### src/rtl/vidmeas_pkg.sv
// Shared video-measurement types and the VGA/XGA timing constants used by the pattern generator.
package vidmeas_pkg;

    localparam int unsigned VGA_H_TOTAL  = 800;
    localparam int unsigned VGA_H_ACTIVE = 640;
    localparam int unsigned VGA_V_TOTAL  = 525;
    localparam int unsigned VGA_V_ACTIVE = 480;

    localparam int unsigned XGA_H_TOTAL  = 1344;
    localparam int unsigned XGA_H_ACTIVE = 1024;
    localparam int unsigned XGA_V_TOTAL  = 806;
    localparam int unsigned XGA_V_ACTIVE = 768;

    typedef enum logic [1:0] {
        MODE_NONE  = 2'b00,
        MODE_VGA   = 2'b01,
        MODE_XGA   = 2'b10,
        MODE_OTHER = 2'b11
    } mode_t;

    typedef enum logic [1:0] {
        SEARCH = 2'b00,
        TRACK  = 2'b01,
        LOCKED = 2'b10
    } fsm_t;

    // Classify a locked timing tuple; callers gate with lock state.
    function automatic mode_t classify(input int unsigned ht, input int unsigned ha,
                                       input int unsigned vt, input int unsigned va);
        if (ht == VGA_H_TOTAL && ha == VGA_H_ACTIVE && vt == VGA_V_TOTAL && va == VGA_V_ACTIVE)
            return MODE_VGA;
        if (ht == XGA_H_TOTAL && ha == XGA_H_ACTIVE && vt == XGA_V_TOTAL && va == XGA_V_ACTIVE)
            return MODE_XGA;
        return MODE_OTHER;
    endfunction

endpackage

### src/rtl/sync_edge_det.sv
// Two-stage input register with a registered falling-edge pulse; o_lvl is aligned with o_fall.
module sync_edge_det #(
    parameter logic RST_VAL = 1'b1
) (
    input  logic clk,
    input  logic rst,
    input  logic i_d,
    output logic o_lvl,
    output logic o_fall
);

    logic r_s1;
    logic r_s2;
    logic r_fall;

    always_ff @(posedge clk) begin
        if (rst) begin
            r_s1   <= RST_VAL;
            r_s2   <= RST_VAL;
            r_fall <= 1'b0;
        end else begin
            r_s1   <= i_d;
            r_s2   <= r_s1;
            r_fall <= r_s2 & ~r_s1;
        end
    end

    assign o_lvl  = r_s2;
    assign o_fall = r_fall;

endmodule

### src/rtl/vid_timing_meas.sv
// Display-stream timing checker: measures line/frame geometry and pixel checksum, locks and classifies the mode.
import vidmeas_pkg::*;

module vid_timing_meas #(
    parameter int unsigned CNT_W       = 12,
    parameter int unsigned LOCK_FRAMES = 2
) (
    input  logic             clk,
    input  logic             rst,
    input  logic             hsync_x,
    input  logic             vsync_x,
    input  logic             de,
    input  logic [7:0]       r,
    input  logic [7:0]       g,
    input  logic [7:0]       b,
    output logic [CNT_W-1:0] h_total,
    output logic [CNT_W-1:0] h_active,
    output logic [CNT_W-1:0] v_total,
    output logic [CNT_W-1:0] v_active,
    output logic [15:0]      frame_sum,
    output logic             meas_valid,
    output logic             locked,
    output logic [1:0]       mode,
    output logic             frame_err,
    output logic [15:0]      frame_cnt
);

    localparam int unsigned MC_W = $clog2(LOCK_FRAMES + 1);
    localparam logic [CNT_W-1:0] CNT_MAX = '1;

    logic w_h_fall, w_v_fall, w_de;
    logic w_hs_unused, w_vs_unused, w_de_fall_unused;

    sync_edge_det #(.RST_VAL(1'b1)) u_hs (.clk(clk), .rst(rst), .i_d(hsync_x), .o_lvl(w_hs_unused), .o_fall(w_h_fall));
    sync_edge_det #(.RST_VAL(1'b1)) u_vs (.clk(clk), .rst(rst), .i_d(vsync_x), .o_lvl(w_vs_unused), .o_fall(w_v_fall));
    sync_edge_det #(.RST_VAL(1'b0)) u_de (.clk(clk), .rst(rst), .i_d(de), .o_lvl(w_de), .o_fall(w_de_fall_unused));

    // Pixel path: two stages so the per-cycle r+g+b lines up with the delayed de.
    logic [23:0] r_px_s1;
    logic [9:0]  r_px_sum;

    always_ff @(posedge clk) begin
        if (rst) begin
            r_px_s1  <= '0;
            r_px_sum <= '0;
        end else begin
            r_px_s1  <= {r, g, b};
            r_px_sum <= 10'(r_px_s1[23:16]) + 10'(r_px_s1[15:8]) + 10'(r_px_s1[7:0]);
        end
    end

    logic [CNT_W-1:0] r_h_cnt, r_de_cnt, r_v_cnt, r_v_act, r_sh_htot, r_sh_hact;
    logic [15:0]      r_sum;
    logic             r_ovf, r_armed;
    fsm_t             r_state;
    logic [MC_W-1:0]  r_match_cnt;

    logic [CNT_W-1:0] w_htot_nxt, w_hact_nxt, w_vact_nxt;
    logic             w_line_de, w_ovf_evt, w_match;
    logic [15:0]      w_sum_nxt;
    mode_t            w_mode;

    // Frame-end values include the line closed by an hsync fall coincident with vsync.
    always_comb begin
        w_line_de  = (r_de_cnt != '0);
        w_htot_nxt = w_h_fall ? r_h_cnt : r_sh_htot;
        w_hact_nxt = (w_h_fall && w_line_de) ? r_de_cnt : r_sh_hact;
        w_vact_nxt = r_v_act;
        if (w_h_fall && w_line_de && (r_v_act != CNT_MAX))
            w_vact_nxt = r_v_act + CNT_W'(1);
        w_ovf_evt  = (!w_h_fall && (r_h_cnt == CNT_MAX))
                   || (!w_h_fall && w_de && (r_de_cnt == CNT_MAX))
                   || (w_h_fall && !w_v_fall && (r_v_cnt == CNT_MAX))
                   || (w_h_fall && w_line_de && (r_v_act == CNT_MAX));
        w_match    = (w_htot_nxt == h_total) && (w_hact_nxt == h_active)
                   && (r_v_cnt == v_total) && (w_vact_nxt == v_active);
        w_mode     = classify(32'(w_htot_nxt), 32'(w_hact_nxt), 32'(r_v_cnt), 32'(w_vact_nxt));
        w_sum_nxt  = r_sum + 16'(r_px_sum);
    end

    always_ff @(posedge clk) begin
        if (rst) begin
            r_h_cnt     <= '0;
            r_de_cnt    <= '0;
            r_v_cnt     <= '0;
            r_v_act     <= '0;
            r_sh_htot   <= '0;
            r_sh_hact   <= '0;
            r_sum       <= '0;
            r_ovf       <= 1'b0;
            r_armed     <= 1'b0;
            r_state     <= SEARCH;
            r_match_cnt <= '0;
            h_total     <= '0;
            h_active    <= '0;
            v_total     <= '0;
            v_active    <= '0;
            frame_sum   <= '0;
            meas_valid  <= 1'b0;
            locked      <= 1'b0;
            mode        <= MODE_NONE;
            frame_err   <= 1'b0;
            frame_cnt   <= '0;
        end else begin
            meas_valid <= 1'b0;
            frame_err  <= 1'b0;

            if (w_h_fall) begin
                r_h_cnt   <= CNT_W'(1);
                r_sh_htot <= r_h_cnt;
                r_de_cnt  <= CNT_W'(w_de);
                if (w_line_de)
                    r_sh_hact <= r_de_cnt;
            end else begin
                if (r_h_cnt != CNT_MAX)
                    r_h_cnt <= r_h_cnt + CNT_W'(1);
                if (w_de && (r_de_cnt != CNT_MAX))
                    r_de_cnt <= r_de_cnt + CNT_W'(1);
            end

            if (w_v_fall) begin
                r_v_cnt <= CNT_W'(w_h_fall);
                r_v_act <= '0;
                r_sum   <= w_de ? 16'(r_px_sum) : 16'd0;
                r_ovf   <= 1'b0;
                r_armed <= 1'b1;
                if (r_armed) begin
                    h_total    <= w_htot_nxt;
                    h_active   <= w_hact_nxt;
                    v_total    <= r_v_cnt;
                    v_active   <= w_vact_nxt;
                    frame_sum  <= r_sum;
                    meas_valid <= 1'b1;
                    frame_cnt  <= frame_cnt + 16'd1;
                    if (r_ovf || w_ovf_evt) begin
                        r_state     <= SEARCH;
                        r_match_cnt <= '0;
                        locked      <= 1'b0;
                        mode        <= MODE_NONE;
                        frame_err   <= 1'b1;
                    end else begin
                        case (r_state)
                            SEARCH: begin
                                r_state     <= TRACK;
                                r_match_cnt <= MC_W'(1);
                            end
                            TRACK: begin
                                if (!w_match) begin
                                    r_match_cnt <= MC_W'(1);
                                end else begin
                                    r_match_cnt <= r_match_cnt + MC_W'(1);
                                    if ((r_match_cnt + MC_W'(1)) >= MC_W'(LOCK_FRAMES)) begin
                                        r_state <= LOCKED;
                                        locked  <= 1'b1;
                                        mode    <= w_mode;
                                    end
                                end
                            end
                            LOCKED: begin
                                if (!w_match) begin
                                    r_state     <= TRACK;
                                    r_match_cnt <= MC_W'(1);
                                    locked      <= 1'b0;
                                    mode        <= MODE_NONE;
                                    frame_err   <= 1'b1;
                                end
                            end
                            default: r_state <= SEARCH;
                        endcase
                    end
                end
            end else begin
                if (w_h_fall && (r_v_cnt != CNT_MAX))
                    r_v_cnt <= r_v_cnt + CNT_W'(1);
                r_v_act <= w_vact_nxt;
                if (w_de)
                    r_sum <= w_sum_nxt;
                if (w_ovf_evt)
                    r_ovf <= 1'b1;
            end
        end
    end

endmodule

### config.mk
export PLATFORM = sky130hd
export DESIGN_NAME = vid_timing_meas
export DESIGN_NICKNAME = d
export VERILOG_FILES = /design/src/rtl/vidmeas_pkg.sv /design/src/rtl/sync_edge_det.sv /design/src/rtl/vid_timing_meas.sv
export SDC_FILE = /design/constraint.sdc
export NUM_CORES = 1
export LEC_CHECK = 0
export ABC_AREA = 1
export CAP_MARGIN = 10
export CORE_UTILIZATION = 57
export CTS_CLUSTER_DIAMETER = 80
export DETAILED_ROUTE_END_ITERATION = 6
export GPL_TIMING_DRIVEN = 0
export HOLD_SLACK_MARGIN = 0.15
export PLACE_DENSITY = 0.89
export SETUP_SLACK_MARGIN = 0.02
export SLEW_MARGIN = 20
export SYNTH_ARGS = -nofsm -noshare
export SYNTH_HDL_FRONTEND = slang
export SYNTH_SLANG_ARGS = --single-unit
### constraint.sdc
create_clock -name clk -period 3.1 [get_ports clk]
set_clock_uncertainty 0.2 [all_clocks]
set_input_delay 0.31 -clock clk [delete_from_list [all_inputs] [get_ports clk]]
set_output_delay 0.31 -clock clk [all_outputs]
set_load 0.02 [all_outputs]
# ---- After elaboration in Yosys (flattened, before gate mapping)
# Index checks and enable logic that the tools add are counted.
dict set report op_classes {
  mux 41
  n_addsub 9
  reduce_logical 42
  order_cmp 1
  n_eq_ne 25
  n_bitwise 6
}
# operator count
set op_table {}
lappend op_table {{12-bit by 10-bit == test with 1-bit output (second input constant)} 5}
lappend op_table {{12-bit by 1-bit adder with 12-bit output (second input constant)} 4}
lappend op_table {{12-bit == test} 4}
lappend op_table {{12-bit == test (second input constant)} 4}
lappend op_table {{12-bit != test (second input constant)} 4}
lappend op_table {{12-bit 2-to-1 mux} 3}
lappend op_table {{16-bit 2-to-1 mux} 2}
lappend op_table {{2-bit 2-to-1 mux} 14}
lappend op_table {{12-bit by 11-bit == test with 1-bit output (second input constant)} 2}
lappend op_table {{1-bit logical AND} 19}
lappend op_table {{1-bit 2-to-1 mux} 17}
lappend op_table {{16-bit by 1-bit adder with 16-bit output (second input constant)} 1}
lappend op_table {{16-bit by 10-bit adder with 16-bit output} 1}
lappend op_table {{12-bit by 9-bit == test with 1-bit output (second input constant)} 1}
lappend op_table {{2-bit one-hot mux with 3 select lines} 2}
lappend op_table {{12-bit nonzero test} 1}
lappend op_table {{9-bit by 8-bit adder with 10-bit output} 1}
lappend op_table {{10-bit 2-to-1 mux} 1}
lappend op_table {{8-bit by 8-bit adder with 9-bit output} 1}
lappend op_table {{3-bit != test (second input constant)} 3}
lappend op_table {{2-bit nonzero test} 4}
lappend op_table {{6-bit AND reduction} 1}
lappend op_table {{2-bit OR reduction} 3}
lappend op_table {{5-bit AND reduction} 1}
lappend op_table {{other kinds (16)} 25}
dict set report word_totals {
  out_inout_bits 85
  elab_cells 158
  inputBits 29
  regBits 221
}

# ---- Depth between registers and ports, before layout
# Gate-level depths: netlist of the first run.
dict set report depth {
  depth_word 15
  mapped_depth 23
  depth_no_buf 22
}

# ---- Modules after synthesis
# A second synthesis of the first run with hierarchy kept.
dict set report unflattened {
  cells_unflattened 1460
  area_unflattened_um2 10776.6
}
# mod cells_per_inst n_inst seq_area_each_um2 area_per_inst_um2
set by_module_without_submodules {}
lappend by_module_without_submodules {vid_timing_meas 1435 1 4264.1 10521.3}
lappend by_module_without_submodules {{sync_edge_det (u_hs ...)} 8 2 60.1 83.8}
lappend by_module_without_submodules {{sync_edge_det (u_de)} 9 1 60.1 87.6}

# ---- Worst setup path before layout of the first run
# OpenSTA, ideal clock, no wires.
dict set report synth_path {
  path_kind {register to register}
  from {reg r_sum[0]}
  to {reg r_sum[14]}
  t_arrival_ns 2.328
  path_stages_with_launch 16
  path_slack_ns 0.452
  synth_period_minus_slack_ns 2.648
  path_buffers 0
  cell_sequence {dfxtp_1 > ha_1 > inv_1 > fa_1 > o21ai_0 > a21oi_1 > o21ai_0 > nand2_1 > nand2_1 > a21oi_1 > o211ai_1 > nand2_1 > nor2_1 > nand2_1 > o21ai_0 > a21oi_1}
}
dict set report synth_via {
  elab_chain_cells 3
}
# element line_no
set synth_lines {}
lappend synth_lines {{start, declared} vid_timing_meas.sv:53} ;# logic [15:0] r_sum;
lappend synth_lines {{start signal, assigned} vid_timing_meas.sv:124} ;# r_sum <= w_de ? 16'(r_px_sum) : 16'd0;
lappend synth_lines {{start signal, assigned} vid_timing_meas.sv:177} ;# r_sum <= w_sum_nxt;
lappend synth_lines {{16-bit by 10-bit adder with 16-bit output} vid_timing_meas.sv:78} ;# w_sum_nxt = r_sum + 16'(r_px_sum);
lappend synth_lines {{16-bit 2-to-1 mux} vid_timing_meas.sv:176} ;# if (w_de)
lappend synth_lines {{16-bit 2-to-1 mux} vid_timing_meas.sv:121} ;# if (w_v_fall) begin
# Every way passes these cells. The select of a mux whose other input is x is not followed.
# A chain may end at the register's enable or synchronous reset.

# ---- Final worst setup path of the first run
dict set report layout_path {
  from {reg r_de_cnt[0]}
  to {reg r_state[0]}
}
dict set report layout_via {
  elab_chain_cells 9
  elab_cells_between_ends 22
  cone_classes {eq/ne (6); mux (3); reduce/logical (13)}
}
# element line_no
set layout_lines {}
lappend layout_lines {{start, declared} vid_timing_meas.sv:52} ;# logic [CNT_W-1:0] r_h_cnt, r_de_cnt, r_v_cnt, r_v_act, r_sh_htot, r_sh_hact;
lappend layout_lines {{start signal, assigned} vid_timing_meas.sv:111} ;# r_de_cnt <= CNT_W'(w_de);
lappend layout_lines {{start signal, assigned} vid_timing_meas.sv:118} ;# r_de_cnt <= r_de_cnt + CNT_W'(1);
lappend layout_lines {{12-bit nonzero test} vid_timing_meas.sv:65} ;# w_line_de = (r_de_cnt != '0);
lappend layout_lines {{1-bit logical AND} {vid_timing_meas.sv:67, vid_timing_meas.sv:69, vid_timing_meas.sv:74}}
lappend layout_lines {{12-bit 2-to-1 mux} vid_timing_meas.sv:67} ;# w_hact_nxt = (w_h_fall && w_line_de) ? r_de_cnt : r_sh_hact;
lappend layout_lines {{12-bit == test} vid_timing_meas.sv:75} ;# w_match = (w_htot_nxt == h_total) && (w_hact_nxt == h_active)
lappend layout_lines {{1-bit logical AND} vid_timing_meas.sv:75}
lappend layout_lines {{1-bit logical AND (2 in series)} vid_timing_meas.sv:76} ;# && (r_v_cnt == v_total) && (w_vact_nxt == v_active);
lappend layout_lines {{3-bit != test (no line)} --}
lappend layout_lines {{5-bit AND reduction (no line)} --}
lappend layout_lines {{end signal, assigned} vid_timing_meas.sv:92} ;# r_state <= SEARCH;
lappend layout_lines {{end signal, assigned} vid_timing_meas.sv:136} ;# r_state <= SEARCH;
lappend layout_lines {{end signal, assigned} vid_timing_meas.sv:144} ;# r_state <= TRACK;
lappend layout_lines {{end, declared} vid_timing_meas.sv:55} ;# fsm_t r_state;
# Parallel ways exist; a longest one is shown, timed or not.

==> results of run 1 <==
[state kept, by name (all words and copies together) (netlist names), 2 cells and up]
| register | count |
|---|---|
| frame_cnt | 16 |
| frame_sum | 16 |
| h_active | 12 |
| h_total | 12 |
| mode | 2 |
| r_de_cnt | 12 |
| r_h_cnt | 12 |
| r_match_cnt | 2 |
| r_px_s1 | 24 |
| r_px_sum | 10 |
| r_sh_hact | 12 |
| r_sh_htot | 12 |
| r_state | 2 |
| r_sum | 16 |
| r_v_act | 12 |
| r_v_cnt | 12 |
| v_active | 12 |
| v_total | 12 |
[report_power, final]
part	total (mW)	internal, mW	switching (mW)
Clock	2.77	1.61	1.16
Sequential	2.97	2.91	0.0521
Combinational	0.659	0.260	0.399
[worst max-delay path, delay by kind of cell, from the launching register on]
family          cells  cell delay [ps]
fa+ha+maj           1              170
flops               1              360
simple gates       16             1610
compound gates      1              160
buf+inv             3              360
[path summary, 6_finish.rpt]
check | cells past startpoint | startpoint | end | slack, ps
worst min register to register | 2 | u_de.r_s1 | u_de.o_lvl | 210
worst min-delay path | 3 | g[6] | r_px_s1[14] | 190
worst max-delay path | 21 | r_de_cnt[0] | r_state[0] | 90
worst max register to register | 21 | r_de_cnt[0] | r_state[0] | 90
[repair_timing]
item | in CTS | in global routing
resized for setup | 0 | 57
pin swaps | 1 | 13
setup endpoints to repair | 1 | 10
hold buffers | 25 | 0
cloned | 1 | 2
endpoints found under the hold margin | 25 | 0
buffers inserted | 0 | 11
[routing by layer]
| metal | part of all wire, % | vias up | wire [um] |
|---|---|---|---|
| li1 | - | 4982 | - |
| met1 | 38 | 4795 | 11600 |
| met2 | 49 | 570 | 15100 |
| met3 | 8.0 | 135 | 2450 |
| met4 | 5.4 | 0 | 1670 |
| met5 | 0 | - | 0 |
[cell type report]
class | count | area [um^2] | share of cell area (%)
Buffer | 48 | 248 | 1.86
Clock inverter | 10 | 115 | 0.867
Tap cell | 229 | 287 | 2.16
Sequential cell | 221 | 4440 | 33.4
Inverter | 225 | 851 | 6.40
Timing Repair Buffer | 150 | 1500 | 11.3
Multi-Input combinational cell | 954 | 5210 | 39.2
Clock buffer | 30 | 632 | 4.76
[synth_stat cells (2+ instances only)]
cell | n | share of area, %
a21oi_1 | 110 | 5.2
and3_1 | 4 | 0.24
inv_2 | 2 | 0.071
inv_1 | 219 | 7.8
o21ai_1 | 10 | 0.47
nand3b_1 | 6 | 0.43
nand2_2 | 14 | 0.83
buf_6 | 4 | 0.43
clkbuf_1 | 38 | 1.3
nand2_1 | 229 | 8.1
nand3_4 | 2 | 0.33
fa_1 | 10 | 1.9
nand3_1 | 62 | 2.9
o21ai_0 | 117 | 5.5
clkinv_1 | 4 | 0.14
ha_1 | 29 | 3.4
o21ai_2 | 2 | 0.17
nor2_1 | 190 | 6.7
nor2_4 | 3 | 0.32
nand3_2 | 3 | 0.28
nor3_1 | 39 | 1.8
a31oi_1 | 2 | 0.12
o211ai_1 | 10 | 0.71
dfxtp_1 | 221 | 42
nand4_1 | 21 | 1.2
xor2_1 | 38 | 3.1
or2_2 | 6 | 0.36
nor2_2 | 2 | 0.12
nor3b_1 | 5 | 0.36
a211oi_1 | 2 | 0.14
nor4_1 | 11 | 0.65
o21bai_1 | 3 | 0.21
xnor2_1 | 12 | 0.99
buf_4 | 2 | 0.14
buf_2 | 2 | 0.095
[cells by family (layout without fill, tap and decap cells)]
group                      after synthesis  count (layout)  synth area share (%)
AOI/OAI and AO/OA                      261             261                  12.9
xor gates and xnor gates                50              50                  4.14
adders and majority gates               39              39                  5.33
buffers and inverters                  273             463                  10.2
DFF                                    221             221                  41.9
and+or+nand+nor                        603             604                  25.5
[per-stage QoR]
stage | util [%] | total power, mW | std cells | TNS (ps) | hold slack (ps)
floorplan | - | 3.40 | 1447 | 0 | 188
global placement | 66.2 | 3.56 | 1788 | 0 | 191
detailed placement | 66.2 | 3.58 | 1788 | 0 | 199
CTS | 71.8 | 6.33 | 1854 | 0 | 178
global route | 73.4 | 6.57 | 1867 | -30.5 | 204
finish | 73.4 | 6.40 | 1867 | 0 | 185
==> metrics.txt, run 1 <==
Slew @ Worst Pin=806 ps; CP Class=reg2reg; Top FF cell, synth=dfxtp_1; Clock Tree Root=clkbuf_16; antenna cells=0; Worst Path Arrival=3210 ps; most common cell after layout, fill and taps aside=nand2_1; Tcrit/Tclk final=97.1%; DR DRC count=13; worst slack at placement=38.1 ps; min cycle time layout=3010 ps; Lkg Pwr=5.78 nW; Synth Area per Inst=7.31 um^2; DRT Pass-1 Iters=7; crit path capture type=flip-flop; Die Height=138 um; Cell Rows=49; synthesized instance count=1447; maximum VDD drop=0.000420 V; die area=19100 um^2; Final Worst Setup Slack=90.8 ps; GRT Total Usage=30.4%; Placement Cell Area=12000 um^2; register area share after synthesis=41.9%; critical path fanouts, max=7; met1 Use GR=34.5%; CP max-delay cell=dfxtp_4; CTS tree=built; antenna violations before repair=0; Clk pin slew, worst setup/hold paths=70 ps; vias per std cell=5.61; Layout area overhead=25.7%; DP HPWL=20.3 mm; I/O Pins=114; Net Count, Synth=1515; gr ovfl total=0; final setup fails=0; YS warnings=0; filler instances=1216; Finished Cell Area=13300 um^2; CTS H-tree depth=1; Top Usage Layer GRT=met2; layout cells sized above 1=8.06%; clk buf depth=3; MaxCap Viol Count=0; CP dominant cell by count=nand2_1; most frequent cells in the layout=nand2_1, inv_1, dfxtp_1, nor2_1, o21ai_0; Yosys cell types=48; largest net degree at the start of global routing=14; Port Buf Inserts=112; # nets final=1691; outcome=complete, but fails checks; Initial Util=58.5%; crit-path max cell delay=360 ps; core region area=18100 um^2; met2 Usage GRT=54.8%; first-pass GRT wire length=46.8 mm; crit-path cells=inv_4 > ha_2 > nand2_2 > nor2_4 > nand2_4 > buf_8 > nand2_8 > clkbuf_16 > nand2_1 > nand3_1 > nand2_1 > nor2_1 > nand2_1 > nor2_2 > nand4_1 > nor2_4 > nand2_2 > nand2_4 > nand3_4 > o21ai_2 > nor2_1; Post-Synthesis Cell Area=10600 um^2; total wire length=30.8 mm; total number of vias=10500; fmax=332 MHz; CTS buffer count=23; Avg WL per Cell=16.5 um; DRT antenna net count=0; power per standard cell area=481 nW/um^2; final hold viol count=0; CTS sink cnt=221; crit start category=flip-flop; vias in the first global route=9636; worst rel slew slack=45.8%; Clk Latency, worst-skew pair=530 ps; fin. max-slew vios=0; Min-Delay Path Class=in2reg; Async SR Flop Fraction=0%; Post-synth EDFFs=0; synthesized flop and latch total=221; failing checks=DRC; met3 usage=5.20%; DIE WIDTH=138 um; DR iter-0 viols=1071; routability congestion estimate=0.936; Worst EP required=3300 ps
Power figures use the tool's default switching activity.
==> inputs of run 2 (changes only) <==
--- a/config.mk
+++ b/config.mk
@@ -18,3 +18,4 @@
 export SYNTH_ARGS = -nofsm -noshare
 export SYNTH_HDL_FRONTEND = slang
 export SYNTH_SLANG_ARGS = --single-unit
+export TNS_END_PERCENT = 100
==> results of run 2 <==
The final DEF is identical to that of run 1; final timing and power are the same.
==> inputs of run 3 (changes only) <==
--- a/config.mk
+++ b/config.mk
@@ -5,14 +5,13 @@
 export SDC_FILE = /design/constraint.sdc
 export NUM_CORES = 1
 export LEC_CHECK = 0
-export ABC_AREA = 1
 export CAP_MARGIN = 10
 export CORE_UTILIZATION = 57
 export CTS_CLUSTER_DIAMETER = 80
 export DETAILED_ROUTE_END_ITERATION = 6
 export GPL_TIMING_DRIVEN = 0
 export HOLD_SLACK_MARGIN = 0.15
-export PLACE_DENSITY = 0.89
+export PLACE_DENSITY = 0.9
 export SETUP_SLACK_MARGIN = 0.02
 export SLEW_MARGIN = 20
 export SYNTH_ARGS = -nofsm -noshare
==> metrics.txt, run 3 <==
met3 usage=4.62% (-0.57 points); most frequent cells in the layout=dfxtp_1, nor2_1, clkdlybuf4s50_1, nand2_1, a21oi_1; Reg2Reg Setup Slack=-570 ps (-660 ps); gr ovfl total=0 (unchanged); crit-path max cell delay=430 ps (+70 ps); Die Height=136 um (-1.3%); Clock Tree Root=clkbuf_16; total number of vias=9851 (-6.0%); Internal=4.81 mW (+0.60%); MaxCap Viol Count=0 (unchanged); crit start category=flip-flop; R2R Path End=mode[1]; synthesized instance count=1182 (-18%); Clk pin slew, worst setup/hold paths=60 ps (about the same); final setup fails=8 (+8); maximum VDD drop=0.000451 V (+7.4%); DRT antenna net count=0 (unchanged); NetSw=1.57 mW (-2.9%); clock share of power=44.5% (+1.2 points); met2 Usage GRT=58.1% (+3.3 points); CTS H-tree depth=1 (unchanged); share of the synthesized area in the top cell type=43.0% (+1.1 points); Cell Rows=48 (-2.0%); power per standard cell area=474 nW/um^2 (-1.6%); crit-path cells=clkbuf_1 > xor2_1 > nor4_1 > nand4_1 > nor3_1 > nand4_1 > or4_1 > and4bb_4 > and2_4 > and4_4 > mux2_4; crit-path leading delay family=simple AND/OR/NAND/NOR gates; Synth area leaders=dfxtp_1, nor2_1, xor2_1; total wire length=32.2 mm (+4.7%); setup TNS=-3680 ps (-3680 ps); CTS tree=built; dominant cell type by area after synthesis=dfxtp_1; Synth top cells by count=dfxtp_1, nor2_1, nand2_1; Largest register FFs=24 (unchanged); crit path capture type=flip-flop; largest net degree at the start of global routing=15 (+1); Clk Latency, worst-skew pair=530 ps (about the same); Design Power=6.38 mW (-0.28%); Comb power frac=9.2% (-1.1 points); Async SR Flop Fraction=0% (unchanged); failing checks=setup timing; antenna cells=0 (unchanged); met1 Use GR=41.0% (+6.5 points); Reg-to-Reg Start=r_v_cnt[3]; hold path cells=2 (-1); Yosys cell types=70 (+46%); worst slack at placement=-906 ps (-944 ps); FF-to-FF path depth=11 (-48%); Post-synth EDFFs=0 (unchanged); RSZ-0062 raised after global routing=yes; min cycle time layout=3670 ps (+659 ps); DR iter-0 viols=872 (-19%); final hold viol count=0 (unchanged); Worst Setup SP=r_v_cnt[3]; Post-Synthesis Cell Area=10300 um^2 (-2.6%); critical path fanouts, max=7 (unchanged); Slew @ Worst Pin=1030 ps (+226 ps); Worst EP required=3320 ps (+20 ps); vias in the first global route=9520 (-1.2%); DP HPWL=21.1 mm (+4.1%); Synth Area per Inst=8.71 um^2 (+19%); Top reg by flops=r_px_s1; Top Usage Layer GRT=met2; vias per std cell=6.08 (+8.3%); DRT Pass-1 Iters=5 (-2); YS warnings=0 (unchanged); Lkg Pwr=4.93 nW (-15%); Net Count, Synth=1250 (-17%); Port Buf Inserts=113 (+0.89%); switching portion of total power=24.6% (-0.66 points); CTS buffer count=23 (unchanged); top-count cell post-synth=dfxtp_1; DR DRC count=0 (-13); CP max-delay cell=or4_1; Layout area overhead=30.6%; core region area=17500 um^2 (-3.4%); Worst Path Arrival=3880 ps (+670 ps); # nets final=1446 (-14%); Reg power frac=46.2% (-0.2 points); antenna violations before repair=0 (unchanged); worst rel slew slack=31.2% (-15 points); Tcrit/Tclk final=118% (+21 points); routability congestion estimate=0.956 (+2.2%); layout cells sized above 1=12.7% (+4.6 points); fmax=273 MHz (-18%); fin. max-slew vios=0 (unchanged); Initial Util=58.9% (+0.48 points); CTS sink cnt=221 (unchanged); clk buf depth=3 (unchanged); Top FF cell, synth=dfxtp_1; hold wc startpoint=hsync_x; first-pass GRT wire length=48.8 mm (+4.2%); Final Worst Setup Slack=-568 ps (-659 ps); most common cell after layout, fill and taps aside=dfxtp_1; synthesized flop and latch total=221 (unchanged); register area share after synthesis=43.0% (+1.1 points); I/O Pins=114 (unchanged); Worst Hold End=u_hs.r_s1; DIE WIDTH=136 um (-1.3%); Buffers & Inverters on Critical Path=1 (-2); die area=18600 um^2 (-2.5%); CP Class=reg2reg; outcome=complete, but fails checks; Avg WL per Cell=19.9 um (+21%); GRT Total Usage=33.8% (+3.5 points); CP dominant cell by count=nand4_1; Min-Delay Path Class=in2reg
run 3: cells by family after synthesis:
family | Yosys count | synth area share, %
compound gates | 217 | 13.5
mux | 20 | 1.99
fa+ha+maj | 39 | 5.47
simple gates | 474 | 22.9
xor+xnor | 104 | 8.92
flops | 221 | 43.0
buf+inv | 107 | 4.26
run 3: power by group through the flow:
stage	clock (mW)	sequential, mW	combinational [mW]
floorplan	0	3.00	0.305
global placement	0	3.01	0.452
detailed placement	0	3.01	0.472
CTS	2.82	2.95	0.544
global route	2.94	2.95	0.633
finish	2.84	2.95	0.589
run 3: worst max-delay path by stage:
stage / end / slack (ps) / cells past startpoint
after CTS: mode[1] / -470 / 12
after floorplan: mode[0] / -170 / 11
after global routing: mode[1] / -670 / 11
after detailed placement: mode[1] / -910 / 12
final: mode[1] / -570 / 11
after global placement: mode[0] / -910 / 12
run 3: metal layers:
metal	part of all wire, %	wire, um
met2	49	15900
met5	0	0
met4	4.9	1590
met3	7.2	2330
met1	38	12400
run 3: per-stage QoR:
stage | std cells | cell area, um^2 | hold slack, ps | util (%)
finish | 1620 | 13500 | 166 | 77.0
global route | 1620 | 13500 | 168 | 77.0
CTS | 1610 | 13200 | 153 | 75.6
detailed placement | 1520 | 11800 | 200 | 67.6
global placement | 1520 | 11800 | 201 | 67.6
floorplan | 1182 | 10400 | 192 | -
run 3: layout make-up:
cell class / count / area [um^2]
Fill cell: 1149 / 4020
Clock buffer: 34 / 657
Multi-Input combinational cell: 854 / 5870
Buffer: 66 / 317
Tap cell: 225 / 282
Clock inverter: 8 / 111
Sequential cell: 221 / 4440
Inverter: 41 / 154
Timing Repair Buffer: 171 / 1630
run 3: what timing repair did:
item | CTS | global route
endpoints found under the hold margin | 21 | 0
buffers inserted | 28 | 10
hold buffers | 21 | 0
endpoints found under the setup margin | 8 | 17
resized for setup | 48 | 36
pin swaps | 14 | 16
